**config.mk**
```make
export PLATFORM = sky130hd
export DESIGN_NAME = cpu_run_sequencer
export DESIGN_NICKNAME = d
export VERILOG_FILES = /design/src/rtl/cpu_run_sequencer.sv
export SDC_FILE = /design/constraint.sdc
export NUM_CORES = 1
export LEC_CHECK = 0
export BUFFER_PORTS_ARGS = -buffer_cell sky130_fd_sc_hd__buf_4
export CAP_MARGIN = 20
export CORE_UTILIZATION = 26
export CTS_CLUSTER_SIZE = 25
export DETAILED_ROUTE_END_ITERATION = 8
export GPL_ROUTABILITY_DRIVEN = 0
export PLACE_DENSITY = 0.45
export SYNTH_ARGS = -nofsm -noshare
export SYNTH_HDL_FRONTEND = slang
export SYNTH_SLANG_ARGS = --single-unit
```
**constraint.sdc**
```tcl
create_clock -name clk -period 2.58 [get_ports clk]
set_input_delay 0.645 -clock clk [delete_from_list [all_inputs] [get_ports clk]]
set_output_delay 0.645 -clock clk [all_outputs]
set_load 0.01 [all_outputs]
```
**src/rtl/cpu_run_sequencer.sv**
```systemverilog
// Run controller for the CPU core: sequences core reset, runs it for a fixed
// window, folds ALU activity into a MISR and reports pass/fail at the end.
module cpu_run_sequencer #(
  parameter int          DATA_W        = 32,
  parameter int          STAT_W        = 5,
  parameter int          FAULT_W       = 8,
  parameter int          CNT_W         = 16,
  parameter int          RST_DELAY     = 2,
  parameter int          RST_CYCLES    = 2,
  parameter int          RUN_CYCLES    = 10,
  parameter logic [31:0] POLY          = 32'h04C11DB7,
  parameter bit          STOP_ON_FAULT = 1'b1
) (
  input  logic               clk,
  input  logic               rst,
  input  logic               start,
  input  logic [DATA_W-1:0]  alu_result,
  input  logic [STAT_W-1:0]  alu_status,
  input  logic [FAULT_W-1:0] seg_faults,
  input  logic [DATA_W-1:0]  expected_sig,
  output logic               cpu_rst,
  output logic               running,
  output logic               done,
  output logic               pass,
  output logic [FAULT_W-1:0] fault_vec,
  output logic [DATA_W-1:0]  signature,
  output logic [CNT_W-1:0]   cycle_count
);

  localparam logic [2:0] S_IDLE = 3'd0;
  localparam logic [2:0] S_PRE  = 3'd1;
  localparam logic [2:0] S_HOLD = 3'd2;
  localparam logic [2:0] S_RUN  = 3'd3;
  localparam logic [2:0] S_DONE = 3'd4;

  localparam logic [DATA_W-1:0] POLY_W  = DATA_W'(POLY);
  localparam logic [31:0]       PRE_LD  = 32'(RST_DELAY - 1);
  localparam logic [31:0]       HOLD_LD = 32'(RST_CYCLES - 1);
  localparam logic [31:0]       RUN_LD  = 32'(RUN_CYCLES - 1);

  logic [2:0]         state;
  logic [31:0]        cnt;
  logic [DATA_W-1:0]  sig_next;
  logic [FAULT_W-1:0] fv_next;
  logic               fault_stop;
  logic               run_last;

  assign sig_next = {signature[DATA_W-2:0], 1'b0}
                  ^ (signature[DATA_W-1] ? POLY_W : '0)
                  ^ alu_result
                  ^ DATA_W'(alu_status);
  assign fv_next    = fault_vec | seg_faults;
  assign fault_stop = STOP_ON_FAULT && (|seg_faults);
  assign run_last   = (cnt == 32'd0) || fault_stop;

  // cpu_rst follows rst combinationally so the core is held the whole time
  assign cpu_rst = rst | (state == S_HOLD);
  assign running = (state == S_RUN);

  always_ff @(posedge clk) begin
    if (rst) begin
      state       <= S_IDLE;
      cnt         <= '0;
      signature   <= '0;
      fault_vec   <= '0;
      cycle_count <= '0;
      done        <= 1'b0;
      pass        <= 1'b0;
    end else begin
      unique case (state)
        S_IDLE, S_DONE: begin
          if (start) begin
            signature   <= '0;
            fault_vec   <= '0;
            cycle_count <= '0;
            done        <= 1'b0;
            pass        <= 1'b0;
            if (RST_DELAY == 0) begin
              state <= S_HOLD;
              cnt   <= HOLD_LD;
            end else begin
              state <= S_PRE;
              cnt   <= PRE_LD;
            end
          end
        end
        S_PRE: begin
          if (cnt == 32'd0) begin
            state <= S_HOLD;
            cnt   <= HOLD_LD;
          end else begin
            cnt <= cnt - 32'd1;
          end
        end
        S_HOLD: begin
          if (cnt == 32'd0) begin
            state <= S_RUN;
            cnt   <= RUN_LD;
          end else begin
            cnt <= cnt - 32'd1;
          end
        end
        S_RUN: begin
          signature <= sig_next;
          fault_vec <= fv_next;
          if (~&cycle_count)
            cycle_count <= cycle_count + CNT_W'(1);
          if (run_last) begin
            state <= S_DONE;
            done  <= 1'b1;
            pass  <= (fv_next == '0) && (sig_next == expected_sig);
          end else begin
            cnt <= cnt - 32'd1;
          end
        end
        default: state <= S_IDLE;
      endcase
    end
  end

endmodule

```
Word-level counts from Yosys, hierarchy flattened

Cells that the tools add are included.

Register bits: 93
Bits in latches: 0
Bits in writable memories: 0
ROM bits: 0
Bits of input ports: 80
Output and inout bits: 60
Word-level logic and storage cells: 63
Memories kept: 0

$add $sub $neg: 2
Multiply operators: 0
Div/mod/pow operators: 0
Order comparisons: 0
Equality and inequality tests: 11
Shift operators: 0
Mux-type cells: 23
Bitwise gates (word level): 5
Reductions and logical operators: 15

Operators with widths:

| cell                                                                 | count |
|---|---|
| 32-bit 2-to-1 mux                                                    | 5 |
| 32-bit case mux with 4 select lines                                  | 1 |
| 32-bit case mux with 2 select lines                                  | 1 |
| 32-bit == test                                                       | 1 |
| 32-bit logical NOT                                                   | 1 |
| 16-bit 2-to-1 mux                                                    | 2 |
| 16-bit case mux with 2 select lines                                  | 1 |
| 32-bit by 1-bit subtractor with 32-bit output, second input constant | 1 |
| 32-bit by 27-bit bitwise XOR with 32-bit output                      | 1 |
| 32-bit bitwise XOR                                                   | 1 |
| 32-bit by 5-bit bitwise XOR with 32-bit output                       | 1 |
| 27-bit 2-to-1 mux                                                    | 1 |
| 16-bit by 1-bit adder with 16-bit output, second input constant      | 1 |
| 8-bit case mux with 2 select lines                                   | 1 |
| 16-bit AND reduction                                                 | 1 |
| 3-bit 2-to-1 mux                                                     | 4 |
| 3-bit case mux with 4 select lines                                   | 1 |
| 3-bit AND reduction                                                  | 3 |
| 8-bit logical NOT                                                    | 1 |
| 8-bit 2-to-1 mux                                                     | 1 |
| 2-bit inequality test, second input constant                         | 4 |
| 8-bit bitwise OR                                                     | 1 |
| 8-bit OR reduction                                                   | 1 |
| 3-bit by 2-bit == test with 1-bit output, second input constant      | 2 |
| other kinds (14)                                                     | 18 |

Logic depth before layout (Yosys ltp)

Depth in word-level cells: 8
Gate-level depth with buffers: 10
Gate-level depth less buffers: 8

Worst setup path before layout

Ideal clock, no wire load.

Path type: input to register
Start: in seg_faults[2]
End: reg cnt[4]
Setup time: 0.115 ns
Data arrival time: 2.106 ns
Required time: 2.465 ns
Slack: 0.359 ns
Stages on the path: 7
Path buffers: 1
Cell sequence: nor4_1 o211ai_1 a31oi_1 buf_2 o21ai_1 o31a_1 o21ba_2

Word-level cells in the longest chain between the ends: 4

RTL lines:

| element                         | line | source |
|---|---|---|
| from (decl)                     | 19   | `input logic [FAULT_W-1:0] seg_faults,` |
| 8-bit OR reduction              | 53   | `assign fault_stop = STOP_ON_FAULT && (\|seg_faults);` |
| 1-bit logical OR                | 54   | `assign run_last = (cnt == 32'd0) \|\| fault_stop;` |
| 2-bit inequality test (no line) | --   |  |
| 3-bit AND reduction (no line)   | --   |  |
| to (signal assigned)            | 92   | `cnt <= cnt - 32'd1;` |
| to (signal assigned)            | 100  | `cnt <= cnt - 32'd1;` |
| to (signal assigned)            | 113  | `cnt <= cnt - 32'd1;` |
| to (decl)                       | 42   | `logic [31:0] cnt;` |

Every way passes these cells.
A chain may end at the register's enable or synchronous reset.

Worst setup path in the final report

Start: reg state[0]
End: out running

Word-level cells in the longest chain between the ends: 1

RTL lines:

| element                                  | line | source |
|---|---|---|
| from (decl)                              | 41   | `logic [2:0] state;` |
| from (signal assigned)                   | 62   | `state <= S_IDLE;` |
| from (signal assigned)                   | 79   | `state <= S_HOLD;` |
| from (signal assigned)                   | 82   | `state <= S_PRE;` |
| 3-bit by 2-bit == test with 1-bit output | 58   | `assign running = (state == S_RUN);` |
| to (decl)                                | 22   | `output logic running,` |

Every way passes these cells.

==> results.yml <==
synthesis:
  seq_area_frac_synth: 0.3758
  post-synth-top-area-fraction: 0.3758
  yosysTopAreaCell: "dfxtp_1"
  netlist_instances: 574
  async_flop_share: 0
  synthFlopType: "dfxtp_1"
  synth_most_common_cell: "nor2_1"
  syn_area_mm2: 0.004955
  synth_fp_nets: 657
  synth_edf_count: 0
  synth.top_cells.by_area: "dfxtp_1 38%, xnor2_1 12%, xor2_1 8.3%"
  syn_avg_cell_area_um2: 8.632
  yosysWarnings: 0
  synth_cell_type_count: 54
  synthTopCellsByCount: "96 x nor2_1, 93 x dfxtp_1, 67 x xnor2_1"
  synth_seq_cells: 93
timing:
  tightest_slew_ns: 0.6274
  rsz0062_at_grt: "no"
  setup_viol: 0
  timing.hold.ws_ns: 0.4770
  min_period_ns: 2.413
  slew_headroom: 0.5779
  period_share: 0.9353
  finalSetupTns_ns: 0
  hold_viol: 0
  slew_violations: 0
  max_freq_mhz: 414.4
  clock_skew_ns: 0.008575
clock_tree:
  htreeDepth: 3
  cts_buffers: 9
  cts_setup_buffers: 0
  clock_sinks: 93
  cts_resized: 1
  clock-root-buffer: "clkbuf_16"
  clock_latency_ns: 0.35
  cts_buffer_depth: 2
  cts_tree: "built"
  path_clk_slew_ns: 0.07
  cts_hold_buf: 0
floorplanning:
  die_area_mm2: 0.01961
  io_pins: 140
  start_util: 0.2649
  die_x_um: 140.0
  fp.dieH_um: 140.0
  num_rows: 50
  coreArea_mm2: 0.01871
critical_path:
  r2r_start: "cnt[26]$_SDFFE_PP0P_"
  reg2reg_depth: 7
  endpoint_kind: "output pin"
  cp-start-kind: "register"
  r2r-end: "cnt[29]$_SDFFE_PP0P_"
  critical_path_arrival_ns: 1.77
  critical_path_required_ns: 1.93
  r2r_slack_ns: 0.33
  critPathKind: "reg2out"
  critPathMaxFanout: 13
hold_path:
  worstHoldStart: "pass$_SDFFE_PP0P_"
  hold_path_depth: 2
  holdPathEnd: "pass$_SDFFE_PP0P_"
  hold_path.class: "reg2reg"
global_route:
  antenna_found_initial: 0
  grt_pass1_vias: 4374
  grt.overflow.total: 0
  grt_pass1_wl_um: 24000
  grt_max_degree: 35
  grt_usage: 0.1553
layout:
  area_delta_synth_final_pct: 34.19
  final_layout_size_suffix_gt1_frac: 0.2740
  finalInstanceArea_mm2: 0.006649
  nets: 797
  n_antenna_cell: 0
  fillCellCount: 1932
drt:
  vias_per_cell: 4.804
  drt_iter0_drc: 180
  wire_per_inst_um: 15.84
  antenna_left: 0
  vias: 4578
  dr.pass1.iters: 4
  drc_errors: 0
  drt_wl_total_um: 15100
placed_design:
  placed_area_mm2: 0.006321
  dp_hpwl_um: 11510
  io_buffers: 139
power_and_ir_drop:
  ir_worst_vdd_mv: 0.4210
  p_leak_nw: 2.692
  power-per-cell-area_mw_per_mm2: 990.3
flow_run:
  max_cap_violations: 0
outcome:
  status: "finished clean"
[cells by family (layout without fill, tap and decap cells)]
kind of cell,count (synthesis),count (layout),share of synthesized area
flops,93,93,0.3758
buf+inv,38,183,0.03333
xor+xnor,114,114,0.2015
compound gates,104,104,0.1472
fa+ha+maj,3,3,0.007577
simple gates,222,222,0.2346
[through the flow]
stage	utilization	setup slack [ns]	instances	total power, W
global placement	0.3379	0.09876	937	0.005107
floorplan	-	0.3585	574	0.004196
finish	0.3555	0.1670	953	0.006584
CTS	0.3554	0.04353	953	0.006642
global route	0.3555	0.06983	953	0.007068
detailed placement	0.3379	0.1122	937	0.005136
[sequential cells by signal (all words and copies together), names as in the netlist]
name and cells:
signature 32, state 3, cycle_count 16, done 1, cnt 32, pass 1, fault_vec 8
[critical path: stages, from the launching register on]
cell and delay [ns]:
dfxtp_2 0.45, inv_1 0.12, or2_2 0.40, inv_2 0.25, buf_4 0.20
[metal layers]
layer | wire [µm] | vias up | GRT usage
li1 | - | 2298 | -
met1 | 7192 | 2182 | 0.2108
met2 | 7107 | 86 | 0.2487
met3 | 580 | 12 | 0.02632
met4 | 215 | 0 | 0.05205
met5 | 0 | - | 0
[layout make-up]
| type | count | area, µm² | share of cell area |
|---|---|---|---|
| Clock buffer | 10 | 239.0 | 0.03594 |
| Clock inverter | 6 | 86.33 | 0.01298 |
| Inverter | 8 | 30.03 | 0.004516 |
| Multi-Input combinational cell | 443 | 2930 | 0.4407 |
| Sequential cell | 93 | 1864 | 0.2804 |
| Tap cell | 234 | 292.8 | 0.04403 |
| Timing Repair Buffer | 159 | 1206 | 0.1814 |
[power by group]
group          total, W  switching, W  internal (W)
clock network   0.00148      0.000604      0.000875
logic           0.00322       0.00184       0.00138
registers       0.00189      0.000250       0.00164
total           0.00658       0.00269       0.00389
[worst max-delay path by stage]
stage | startpoint | endpoint | cells after the start
floorplan | seg_faults[2] | cnt[4]$_SDFFE_PP0P_ | 7
global placement | seg_faults[2] | cnt[4]$_SDFFE_PP0P_ | 9
detailed placement | seg_faults[6] | cnt[17]$_SDFFE_PP0P_ | 8
CTS | state[1]$_SDFFE_PP0P_ | running | 4
global route | state[0]$_SDFFE_PP0P_ | running | 4
finish | state[0]$_SDFFE_PP0P_ | running | 4
[layout by cell type (no fill, tap or decap), types with 4 or more instances in the layout]
master	n
or3_1	6
nand4_1	17
xor2_1	47
clkbuf_16	9
and3_1	5
o211ai_1	10
nand2b_1	4
and2b_1	4
dfxtp_1	91
buf_4	158
inv_1	7
xnor2_1	67
nand3_1	17
nor3_1	14
or2_2	6
a22oi_1	38
nor2_1	95
nor4_1	12
a21oi_1	16
o21ai_0	12
nand2_1	17
Power figures use the tool's default switching activity.
